### src/rtl/mecobo_cmd_pkg.sv
// Shared command-word layout, scheduler state encoding and opcode values
// used by the command scheduler and the pin/DAC target controllers.
package mecobo_cmd_pkg;

    localparam int CMD_WIDTH = 80;

    localparam int START_HI   = 79;
    localparam int START_LO   = 48;
    localparam int TARGET_HI  = 47;
    localparam int TARGET_LO  = 40;
    localparam int OPCODE_HI  = 39;
    localparam int OPCODE_LO  = 32;
    localparam int PAYLOAD_HI = 31;
    localparam int PAYLOAD_LO = 0;

    localparam int START_W   = START_HI - START_LO + 1;
    localparam int TARGET_W  = TARGET_HI - TARGET_LO + 1;
    localparam int OPCODE_W  = OPCODE_HI - OPCODE_LO + 1;
    localparam int PAYLOAD_W = PAYLOAD_HI - PAYLOAD_LO + 1;

    typedef enum logic [2:0] {
        ST_IDLE  = 3'd0,
        ST_LOAD  = 3'd1,
        ST_WAIT  = 3'd2,
        ST_ISSUE = 3'd3,
        ST_FLUSH = 3'd4
    } sched_state_e;

    localparam logic [7:0] OP_NOP       = 8'h00;
    localparam logic [7:0] OP_SET_PIN   = 8'h01;
    localparam logic [7:0] OP_CLR_PIN   = 8'h02;
    localparam logic [7:0] OP_DAC_WRITE = 8'h03;
    localparam logic [7:0] OP_PWM       = 8'h04;

    function automatic logic [15:0] sat_inc(input logic [15:0] v);
        return (v == 16'hFFFF) ? v : v + 16'd1;
    endfunction

endpackage

### src/rtl/cmd_scheduler.sv
// Pops timed commands from the host command FIFO, holds each until global_clock
// reaches its start time, then hands it to one target controller.
module cmd_scheduler
    import mecobo_cmd_pkg::*;
#(
    parameter int NUM_TARGETS = 8
) (
    input  logic                   clk,
    input  logic                   rst,
    input  logic [31:0]            global_clock,
    input  logic                   enable,
    input  logic                   flush,
    input  logic [CMD_WIDTH-1:0]   cmd_fifo_data_out,
    input  logic                   cmd_fifo_empty,
    output logic                   cmd_fifo_rd_en,
    output logic [NUM_TARGETS-1:0] tgt_valid,
    input  logic [NUM_TARGETS-1:0] tgt_ready,
    output logic [7:0]             tgt_opcode,
    output logic [31:0]            tgt_payload,
    output logic                   busy,
    output logic [15:0]            late_count,
    output logic [15:0]            drop_count
);

    // Handshake: a target accepts on the cycle tgt_valid[i] & tgt_ready[i];
    // valid and both buses stay stable until then, apart from flush or reset.
    sched_state_e            state_q, state_d;
    logic [START_W-1:0]      start_q, start_d;
    logic [TARGET_W-1:0]     target_q, target_d;
    logic [OPCODE_W-1:0]     opcode_q, opcode_d;
    logic [PAYLOAD_W-1:0]    payload_q, payload_d;
    logic [NUM_TARGETS-1:0]  valid_q, valid_d;
    logic                    rd_pend_q, rd_pend_d;
    logic [15:0]             late_q, late_d;
    logic [15:0]             drop_q, drop_d;
    logic                    rd_en_c;
    logic                    due;
    logic                    handshake;

    // Wrap-aware: due once global_clock is at or past start_time modulo 2^32.
    assign due       = (start_q == '0) || ($signed(global_clock - start_q) >= 0);
    assign handshake = |(valid_q & tgt_ready);

    always_comb begin
        state_d   = state_q;
        start_d   = start_q;
        target_d  = target_q;
        opcode_d  = opcode_q;
        payload_d = payload_q;
        valid_d   = valid_q;
        late_d    = late_q;
        drop_d    = drop_q;
        rd_en_c   = 1'b0;

        case (state_q)
            ST_IDLE: begin
                if (flush) begin
                    state_d = ST_FLUSH;
                end else if (enable && !cmd_fifo_empty) begin
                    rd_en_c = 1'b1;
                    state_d = ST_LOAD;
                end
            end
            ST_LOAD: begin
                start_d   = cmd_fifo_data_out[START_HI:START_LO];
                target_d  = cmd_fifo_data_out[TARGET_HI:TARGET_LO];
                opcode_d  = cmd_fifo_data_out[OPCODE_HI:OPCODE_LO];
                payload_d = cmd_fifo_data_out[PAYLOAD_HI:PAYLOAD_LO];
                if (flush) begin
                    drop_d  = sat_inc(drop_q);
                    state_d = ST_FLUSH;
                end else if (int'(cmd_fifo_data_out[TARGET_HI:TARGET_LO]) >= NUM_TARGETS) begin
                    drop_d  = sat_inc(drop_q);
                    state_d = ST_IDLE;
                end else begin
                    state_d = ST_WAIT;
                end
            end
            ST_WAIT: begin
                if (flush) begin
                    drop_d  = sat_inc(drop_q);
                    state_d = ST_FLUSH;
                end else if (due) begin
                    for (int i = 0; i < NUM_TARGETS; i++) begin
                        valid_d[i] = (int'(target_q) == i);
                    end
                    if (start_q != '0 && global_clock != start_q) begin
                        late_d = sat_inc(late_q);
                    end
                    state_d = ST_ISSUE;
                end
            end
            ST_ISSUE: begin
                // A flush coinciding with acceptance still lets the target have it.
                if (flush) begin
                    valid_d = '0;
                    if (!handshake) begin
                        drop_d = sat_inc(drop_q);
                    end
                    state_d = ST_FLUSH;
                end else if (handshake) begin
                    valid_d = '0;
                    if (enable && !cmd_fifo_empty) begin
                        rd_en_c = 1'b1;
                        state_d = ST_LOAD;
                    end else begin
                        state_d = ST_IDLE;
                    end
                end
            end
            ST_FLUSH: begin
                if (!cmd_fifo_empty) begin
                    rd_en_c = 1'b1;
                    drop_d  = sat_inc(drop_q);
                end else if (!rd_pend_q) begin
                    state_d = ST_IDLE;
                end
            end
            default: begin
                valid_d = '0;
                state_d = ST_IDLE;
            end
        endcase

        rd_pend_d = rd_en_c;
    end

    always_ff @(posedge clk or posedge rst) begin
        if (rst) begin
            state_q   <= ST_IDLE;
            start_q   <= '0;
            target_q  <= '0;
            opcode_q  <= '0;
            payload_q <= '0;
            valid_q   <= '0;
            rd_pend_q <= 1'b0;
            late_q    <= '0;
            drop_q    <= '0;
        end else begin
            state_q   <= state_d;
            start_q   <= start_d;
            target_q  <= target_d;
            opcode_q  <= opcode_d;
            payload_q <= payload_d;
            valid_q   <= valid_d;
            rd_pend_q <= rd_pend_d;
            late_q    <= late_d;
            drop_q    <= drop_d;
        end
    end

    assign cmd_fifo_rd_en = rd_en_c & ~rst;
    assign tgt_valid      = valid_q;
    assign tgt_opcode     = opcode_q;
    assign tgt_payload    = payload_q;
    assign busy           = (state_q != ST_IDLE);
    assign late_count     = late_q;
    assign drop_count     = drop_q;

endmodule

### config.mk
export PLATFORM = sky130hd
export DESIGN_NAME = cmd_scheduler
export DESIGN_NICKNAME = d
export VERILOG_FILES = /design/src/rtl/mecobo_cmd_pkg.sv /design/src/rtl/cmd_scheduler.sv
export SDC_FILE = /design/constraint.sdc
export NUM_CORES = 1
export LEC_CHECK = 0
export ABC_AREA = 1
export ABC_CLOCK_PERIOD_IN_PS = 5670
export BUFFER_PORTS_ARGS = -buffer_cell sky130_fd_sc_hd__buf_2
export CAP_MARGIN = 0
export CORE_MARGIN = 2
export CORE_UTILIZATION = 49
export DETAILED_ROUTE_END_ITERATION = 8
export PLACE_DENSITY = 0.77
export SYNTH_ARGS = -nofsm -noshare
export SYNTH_HDL_FRONTEND = slang
export SYNTH_SLANG_ARGS = --single-unit
### constraint.sdc
create_clock -name clk -period 5.67 [get_ports clk]
set_clock_uncertainty 0.2 [all_clocks]
set_input_delay 1.4175 -clock clk [delete_from_list [all_inputs] [get_ports clk]]
set_output_delay 1.4175 -clock clk [all_outputs]
set_load 0.01 [all_outputs]
==> out/metrics.cfg, run 1 <==
[cells_and_area]
n_antenna_cell = 0
layout-drive-gt1-share = 0.248
finish.utilization = 0.634
fill_cells = 1168
area_growth_pct = 27.4
seqCellArea_sq_um = 3100
multi_input_area_sq_um = 3030
nets = 1185

[sta]
worst_pin_slew_ns = 0.999
setup_viol = 0
max_freq_ghz = 0.240
final-max-slew-violation-count = 0
hold_slack_ns = 0.264
period_share = 0.734
fin_tns_setup_ns = 0
rsz0062_at_grt = no
slew_headroom = 0.334
hold_viol_final = 0
period_needed_ns = 4.16

[critical_path]
cpPeakStageDelay_ns = 0.34
cp_max_fo = 3
cp.arrival_ns = 2.54
crit_top_cell = nand2_1
critPathSlowestCell = a221oi_1
endpoint_kind = primary output
start_kind = input pin
criticalPathCategory = in -> out
cp_data_required_time_ns = 4.05
worstPathCellList = buf_2 > nand2_1 > nand2_1 > a221oi_1 > nand2_1 > nand2_1 > nand2_1 > nand2_1 > a21oi_1 > buf_2

[die]
num_rows = 42
die_height_um = 120
initial_utilization = 0.498
ios = 207
core_area_sq_um = 13100
fp.dieArea_sq_um = 14300
die_x_um = 120

[clock_network]
cts_sinks = 124
cts_made_buffers = 17
cts_resized = 0
cts-hold-fix-buffers = 0
clk_latency_ns = 0.42
clk_path_buf_depth = 2
cts_tree = yes
postCtsSetupBuffers = 0
clockRootBuffer = clkbuf_16
cts_max_level = 4
path_clk_slew_ns = 0.06

[synthesis]
seq_area_frac_synth = 0.475
synthCells = 820
syn_avg_cell_area_sq_um = 7.97
ys.flop_type = dfrtp_1
ys_ff_latch = 124
synth_edf_count = 0
synth_cell_types = 36
synth-warning-count = 0
synth_area_sq_um = 6540
synth-async-reset-ratio = 1.00
syn-num-nets = 978

[power_and_ir_drop]
vdd_drop_max_mv = 0.313
p_seq_frac = 0.344
switching_power_w = 0.00164
pwr-share-clk = 0.266
power_density_nw_per_um2 = 491
internal-power_w = 0.00245
swShare = 0.401
pwr-share-comb = 0.390
p_leak_nw = 4.49

[global_routing]
globalRoute.totalOverflow = 0
met2_usage = 0.382
grtUsageMet3 = 0.0684
grt_max_degree = 114
antenna_found_initial = 0
grt_util_met1 = 0.298
grt_pass1_vias = 5731
grt_pass1_wl_mm = 26.6
grt_usage = 0.232
gr-max-usage-layer = met2

[detailed_routing]
drt.antenna.violating_nets = 0
wl_mm = 15.9
wire_per_inst_um = 13.1
drtIter0Drc = 329
first_pass_iters = 5
vias = 6001
drcViolationCount = 0
vias_per_cell = 4.94

[status]
status = finished clean

[place]
place.gp.congestion = 0.869
io_buffers = 206
hpwl_mm = 11.8

[job]
cap_viol_max_count = 0

[min_path]
hp-class = reg -> reg

## path summary, 6_finish.rpt
path / slack, ns / cells past startpoint / to / startpoint
min in group asynchronous: 0.96 / 2 / drop_count[15] / rst
max: 1.51 / 10 / cmd_fifo_rd_en / tgt_ready[2]
min reg2reg: 0.26 / 2 / tgt_payload[20] / tgt_payload[20]
max in group asynchronous: 3.41 / 3 / tgt_payload[30] / rst
min: 0.26 / 2 / tgt_payload[20] / tgt_payload[20]
max reg2reg: 2.93 / 15 / late_count[2] / start_q[26]
## synthesized netlist by cell type, types with 3 or more instances
| cell type | count | area share |
|---|---|---|
| nand4_1 | 30 | 0.029 |
| nand2_1 | 321 | 0.18 |
| o21ai_1 | 3 | 0.0023 |
| o21ai_0 | 40 | 0.031 |
| inv_1 | 79 | 0.045 |
| nor2_4 | 4 | 0.0069 |
| xnor2_1 | 13 | 0.017 |
| clkbuf_1 | 18 | 0.010 |
| nor3_1 | 10 | 0.0077 |
| nor2_1 | 35 | 0.020 |
| inv_2 | 3 | 0.0017 |
| nand3_1 | 37 | 0.028 |
| nor4_1 | 16 | 0.015 |
| xor2_1 | 14 | 0.019 |
| dfrtp_1 | 124 | 0.47 |
| a21oi_1 | 12 | 0.0092 |
| nand3b_1 | 3 | 0.0034 |
| ha_1 | 33 | 0.063 |
## layer usage
layer,vias to the layer above,wire length [um],share of wire
met5,-,0,0
met4,0,189,0.012
met3,19,1170,0.074
met2,188,7600,0.48
met1,2728,6960,0.44
li1,3066,-,-
## layout by cell type, fill, tap and decap left out, types with 14 or more instances in the layout
cell type	count
clkbuf_16	17
nor2_1	35
nand4_1	30
nand2_1	321
dfrtp_1	124
o21ai_0	40
ha_1	33
buf_2	206
nor4_1	16
xor2_1	14
inv_1	78
nand3_1	37
## registers in the layout, indices dropped and copies added, names as in the netlist
name and flops:
drop_count 16, late_count 16, rd_pend_q 1, start_q 32
state_q 3, target_q 8, tgt_opcode 8, tgt_payload 32
tgt_valid 8
## cell families (layout without fill, tap and decap cells)
group / after synthesis / in the layout / synth area share
AND/OR/NAND/NOR: 464 / 464 / 0.306
flip-flops: 124 / 124 / 0.475
buffers and inverters: 104 / 324 / 0.0624
AO/OA/AOI/OAI: 68 / 68 / 0.0580
adder cells (fa/ha/maj): 33 / 33 / 0.0632
XOR/XNOR: 27 / 27 / 0.0362
## worst max-delay path: cells and delay by family
kind                   cells  cell delay (ns)
and+or+nand+nor            6             0.47
AOI/OAI and AO/OA          2             0.41
buffers and inverters      2             0.24
## per-stage QoR
stage                     power, W  area, sq um  instances  setup slack, ns
final                      0.00409         8330       1216             1.51
after global routing       0.00444         8330       1216             1.35
after CTS                  0.00413         8330       1216             1.47
after detailed placement   0.00302         7730       1184             1.48
after global placement     0.00298         7730       1184             1.47
after floorplan            0.00252         6540        820            0.753
## power groups by stage
stage | sequential [W] | combinational (W) | clock [W]
after floorplan | 0.00148 | 0.00104 | 0
after global placement | 0.00141 | 0.00156 | 0
after detailed placement | 0.00142 | 0.00161 | 0
after CTS | 0.00141 | 0.00162 | 0.00111
after global routing | 0.00145 | 0.00184 | 0.00115
final | 0.00141 | 0.00160 | 0.00109
## final cells by class
cell class              count  area share
flip-flops and latches    124       0.373
multi-input cells         592       0.364
repair buffers            210       0.127
clock buffers              18      0.0527
inverters                  82      0.0373
well taps                 176      0.0264
clock inverters            14      0.0192
No activity file was read; power rests on OpenSTA's default activity.
==> run 2, diff against run 1 <==
- ABC_CLOCK_PERIOD_IN_PS: 5670 -> 4200
- clock period: 5.67 -> 4.2 ns (I/O delays scaled with it)
==> run 2 against run 1 <==
Effect of this change:
- via count is 0.83% lower
- register-to-register slack got worse by 1.4 ns
- largest power group unchanged
- combinational power grew 34%
- cell area is 0.17% lower
- clock power is 28% higher
- core utilization decreased by 0.10 points
- critical path type unchanged
- clock-buffer cell count is 3 higher
- total power rose by 33%
==> out/metrics.cfg, run 2 (synthesis results as in run 1) <==
[clock_network]
path_clk_slew_ns = 0.05  ; about the same
cts_resized = 0  ; unchanged
postCtsSetupBuffers = 0  ; unchanged
cts-hold-fix-buffers = 0  ; unchanged
cts_sinks = 124  ; unchanged
clockRootBuffer = clkbuf_16
clk_path_buf_depth = 2  ; unchanged
cts_max_level = 4  ; unchanged
clk_latency_ns = 0.41  ; about the same
cts_made_buffers = 17  ; unchanged
cts_tree = yes

[global_routing]
antenna_found_initial = 1  ; +1
grt_max_degree = 114  ; unchanged
globalRoute.totalOverflow = 0  ; unchanged
grt_usage = 0.229  ; -0.00351
grt_pass1_wl_mm = 26.1  ; -1.8%
grt_pass1_vias = 5737  ; +0.10%

[sta]
rsz0062_at_grt = no
max_freq_ghz = 0.290
slew_headroom = 0.331  ; -0.00320
hold_viol_final = 0  ; unchanged
period_share = 0.821
period_needed_ns = 3.45
setup_viol = 0  ; unchanged
worst_pin_slew_ns = 1.00  ; +0.00480 ns
final-max-slew-violation-count = 0  ; unchanged
fin_tns_setup_ns = 0  ; unchanged

[detailed_routing]
drcViolationCount = 0  ; unchanged
wire_per_inst_um = 12.9  ; -1.2%
drt.antenna.violating_nets = 0  ; unchanged
wl_mm = 15.7  ; -1.1%
drtIter0Drc = 394  ; +20%
vias = 5951  ; -0.83%
first_pass_iters = 7  ; +2
vias_per_cell = 4.89  ; -0.91%

[place]
io_buffers = 206  ; unchanged
place_area_sq_um = 7740  ; +0.18%
hpwl_mm = 11.7  ; -0.76%
place.gp.congestion = 0.861  ; -0.89%

[critical_path]
cpPeakStageDelay_ns = 0.38  ; +0.04 ns
cp.arrival_ns = 2.20  ; -0.34 ns
start_kind = input pin
crit_top_cell = nand2_1
reg2regPathDepth = 16  ; +1
endpoint_kind = primary output
crit_cells = 10  ; unchanged
crit_start = tgt_ready[3]
worstPathCellList = buf_2 > nand2_1 > nand2_1 > a221oi_1 > nand2_1 > nand2_1 > nand2_1 > nand2_1 > a21oi_1 > buf_2
path_buf_inv = 2  ; unchanged
cp_data_required_time_ns = 2.95  ; -1.10 ns
crit_end = cmd_fifo_rd_en
crit_family = simple AND/OR/NAND/NOR gates
criticalPathCategory = in -> out
worstReg2RegStart = start_q[26]
rrSetupSlack_ns = 1.51  ; -1.42 ns
cp_max_fo = 3  ; unchanged
critPathSlowestCell = a221oi_1
reg2reg_to = late_count[13]

[cells_and_area]
fill_cells = 1196  ; +2.4%
area_growth_pct = 27.2
seqCellArea_sq_um = 3100  ; unchanged
multi_input_area_sq_um = 3030  ; unchanged
final_cell_mix = 321 x nand2_1, 206 x buf_2, 124 x dfrtp_1
nets = 1185  ; unchanged
final_common_cell = nand2_1
layout-drive-gt1-share = 0.245  ; -0.00288
finish.utilization = 0.633  ; -0.00105
stdcell_area_sq_um = 8310  ; -0.17%

[job]
cap_viol_max_count = 0  ; unchanged

[min_path]
hp-class = reg -> reg

[status]
status = finished clean

[power_and_ir_drop]
vdd_drop_max_mv = 0.421  ; +34%
power_density_nw_per_um2 = 655  ; +33%
p_leak_nw = 4.47  ; -0.50%

[die]
fp.dieArea_sq_um = 14300  ; unchanged
core_area_sq_um = 13100  ; unchanged
die_height_um = 120  ; unchanged
num_rows = 42  ; unchanged
ios = 207  ; unchanged
initial_utilization = 0.498  ; unchanged
die_x_um = 120  ; unchanged

==> run 2: routing by layer <==
| metal | up-vias | wire [um] | share of wire | track usage |
|---|---|---|---|---|
| met1 | 2702 | 6990 | 0.44 | 0.288 |
| li1 | 3069 | - | - | - |
| met2 | 161 | 7520 | 0.48 | 0.380 |
| met3 | 19 | 1070 | 0.068 | 0.0623 |
| met5 | - | 0 | 0 | 0 |
| met4 | 0 | 167 | 0.011 | 0.0809 |
==> run 2: stage by stage <==
| stage | std cells | hold WS (ns) | total power, W | worst slack [ns] |
|---|---|---|---|---|
| 4_1_cts | 1216 | 0.267 | 0.00551 | 0.751 |
| 2_1_floorplan | 820 | 0.242 | 0.00340 | 1.16 |
| 3_5_place_dp | 1184 | 0.253 | 0.00408 | 0.734 |
| 3_3_place_gp | 1184 | 0.249 | 0.00402 | 0.766 |
| 5_1_grt | 1216 | 0.284 | 0.00591 | 0.632 |
| 6_report | 1217 | 0.262 | 0.00545 | 0.751 |
==> run 2: where the power goes <==
group / leakage, nW / internal (W) / switching [W]
clock: 0.269 / 0.000884 / 0.000514
sequential: 1.57 / 0.00165 / 0.000251
combinational: 2.63 / 0.000757 / 0.00139
==> run 2: worst min-delay path by stage <==
stage	from	endpoint	slack [ns]	cells past startpoint
finish	tgt_payload[8]	tgt_payload[8]	0.26	2
global route	tgt_payload[8]	tgt_payload[8]	0.28	2
CTS	tgt_payload[8]	tgt_payload[8]	0.27	2
detailed placement	tgt_payload[8]	tgt_payload[8]	0.25	2
global placement	tgt_payload[26]	tgt_payload[26]	0.25	2
floorplan	target_q[7]	target_q[7]	0.24	2
==> run 2: area by class of cell <==
cell class | count | share of cell area
Tap cell | 176 | 0.0265
Clock buffer | 21 | 0.0542
Sequential cell | 124 | 0.373
Antenna cell | 1 | 0.000301
Clock inverter | 11 | 0.0143
Inverter | 82 | 0.0375
Multi-Input combinational cell | 592 | 0.365
Timing Repair Buffer | 210 | 0.129
==> run 2: tightest hold or removal path, delay by kind of cell (launching register included) <==
family | cells | cell delay [ns]
DFF | 1 | 0.33
and+or+nand+nor | 2 | 0.10
==> run 3, diff against run 2 <==
- ABC_CLOCK_PERIOD_IN_PS: 4200 -> 3400
- clock period: 4.2 -> 3.4 ns (I/O delays scaled with it)
==> run 3 against run 2 <==
Effect of this change:
- non-clock buffer count is 2 higher
- core utilization increased by 0.30 points
- combinational power rose by 26%
- setup slack worse by 0.43 ns
- sequential cell count did not move
- register-to-register slack worse by 0.59 ns
- die area stayed put
- cell count up 0.16%
- cell area is 0.47% higher
- critical path type unchanged
- largest cell class unchanged
==> out/metrics.cfg, run 3 (synthesis results as in run 1) <==
[power_and_ir_drop]
switching_power_w = 0.00280  ; +30%
vdd_drop_max_mv = 0.491  ; +17%
power_density_nw_per_um2 = 817  ; +25%
internal-power_w = 0.00402  ; +22%
swShare = 0.410  ; +0.0152
pwr-share-comb = 0.394  ; about the same
p_seq_frac = 0.346  ; -0.004
pwr-share-clk = 0.260  ; +0.003
p_leak_nw = 4.49  ; +0.42%

[global_routing]
antenna_found_initial = 1  ; unchanged
grt_max_degree = 114  ; unchanged
grt_usage = 0.237  ; +0.00824
grt_pass1_wl_mm = 27.2  ; +4.0%
globalRoute.totalOverflow = 0  ; unchanged
grt_pass1_vias = 5729  ; -0.14%

[detailed_routing]
drcViolationCount = 0  ; unchanged
drtIter0Drc = 323  ; -18%
vias = 6069  ; +2.0%
drt.antenna.violating_nets = 0  ; unchanged
first_pass_iters = 5  ; -2
wl_mm = 16.3  ; +3.3%
wire_per_inst_um = 13.3  ; +3.1%
vias_per_cell = 4.98  ; +1.8%

[critical_path]
cp.arrival_ns = 2.03  ; -0.17 ns
endpoint_kind = primary output
rrSetupSlack_ns = 0.92  ; -0.59 ns
criticalPathCategory = in -> out
cp_data_required_time_ns = 2.35  ; -0.60 ns
start_kind = input pin
cp_max_fo = 3  ; unchanged

[clock_network]
clk_path_buf_depth = 2  ; unchanged
cts_tree = yes
clk_latency_ns = 0.42  ; about the same
postCtsSetupBuffers = 0  ; unchanged
cts-hold-fix-buffers = 0  ; unchanged
clockRootBuffer = clkbuf_16
path_clk_slew_ns = 0.06  ; about the same
cts_resized = 0  ; unchanged
cts_made_buffers = 17  ; unchanged
cts_max_level = 4  ; unchanged
cts_sinks = 124  ; unchanged

[status]
status = finished clean

[place]
place_area_sq_um = 7770  ; +0.36%
hpwl_mm = 11.9  ; +1.9%
io_buffers = 206  ; unchanged
place_inst = 1186  ; +0.17%
place.gp.congestion = 0.870  ; +0.99%

[sta]
rsz0062_at_grt = no
worst_pin_slew_ns = 1.01  ; +0.00896 ns
max_freq_ghz = 0.324
period_needed_ns = 3.08
final-max-slew-violation-count = 0  ; unchanged
setup_viol = 0  ; unchanged
hold_viol_final = 0  ; unchanged
period_share = 0.907
fin_tns_setup_ns = 0  ; unchanged
slew_headroom = 0.325  ; -0.00597

[cells_and_area]
final_cells = 1219  ; +0.16%
stdcell_area_sq_um = 8350  ; +0.47%
layout-drive-gt1-share = 0.250  ; +0.00433
fill_cells = 1168  ; -2.3%
final_common_cell = nand2_1
area_growth_pct = 27.8
finish.utilization = 0.636  ; +0.00295
final_cell_mix = 321 x nand2_1, 206 x buf_2, 124 x dfrtp_1
nets = 1187  ; +0.17%

[die]
fp.dieArea_sq_um = 14300  ; unchanged
die_x_um = 120  ; unchanged
die_height_um = 120  ; unchanged
initial_utilization = 0.498  ; unchanged
ios = 207  ; unchanged
num_rows = 42  ; unchanged
core_area_sq_um = 13100  ; unchanged

[min_path]
hp-class = reg -> reg

[job]
cap_viol_max_count = 0  ; unchanged

## run 3: cell type report
type / count / area (sq um) / area share
multi-input cells: 592 / 3030 / 0.363
clock buffers: 17 / 425 / 0.0509
inverters: 82 / 312 / 0.0373
repair buffers: 212 / 1100 / 0.132
flip-flops and latches: 124 / 3100 / 0.372
clock inverters: 15 / 155 / 0.0186
diodes: 1 / 2.50 / 0.000300
well taps: 176 / 220 / 0.0264
## run 3: stage by stage
stage | setup slack [ns] | total power [W] | hold slack, ns
after floorplan | 0.764 | 0.00420 | 0.242
after global placement | 0.337 | 0.00498 | 0.250
after detailed placement | 0.336 | 0.00508 | 0.255
after CTS | 0.334 | 0.00688 | 0.269
after global routing | 0.169 | 0.00741 | 0.297
final | 0.318 | 0.00682 | 0.264
## run 3: critical path: stages
cell      delay (ns)
buf_2           0.09
nand2_1         0.05
nand2_1         0.06
a221oi_1        0.37
nand2_1         0.13
nand2_1         0.12
nand2_1         0.06
nand2_1         0.07
a21oi_1         0.07
buf_2           0.15
## run 3: path summary, 6_finish.rpt
kind | from | to | depth (start not counted)
max reg2reg | start_q[22] | late_count[2] | 13
max | tgt_ready[2] | cmd_fifo_rd_en | 10
max in group asynchronous | rst | start_q[5] | 3
min in group asynchronous | rst | drop_count[15] | 2
min reg2reg | tgt_payload[5] | tgt_payload[5] | 2
min | tgt_payload[5] | tgt_payload[5] | 2
## run 3: power by group through the flow
stage	clock (W)	sequential, W	combinational, W
2_1_floorplan	0	0.00246	0.00174
3_3_place_gp	0	0.00236	0.00262
3_5_place_dp	0	0.00237	0.00271
4_1_cts	0.00180	0.00236	0.00272
5_1_grt	0.00188	0.00243	0.00310
6_report	0.00177	0.00236	0.00269
## run 3: layer usage
metal  up-vias  global-route usage  part of all wire  wire length (um)
met1      2790               0.315              0.44              7230
met4         0              0.0721             0.014               220
met3        20              0.0684             0.065              1050
li1       3077                   -                 -                 -
met5         -                   0                 0                 0
met2       182               0.378              0.48              7760
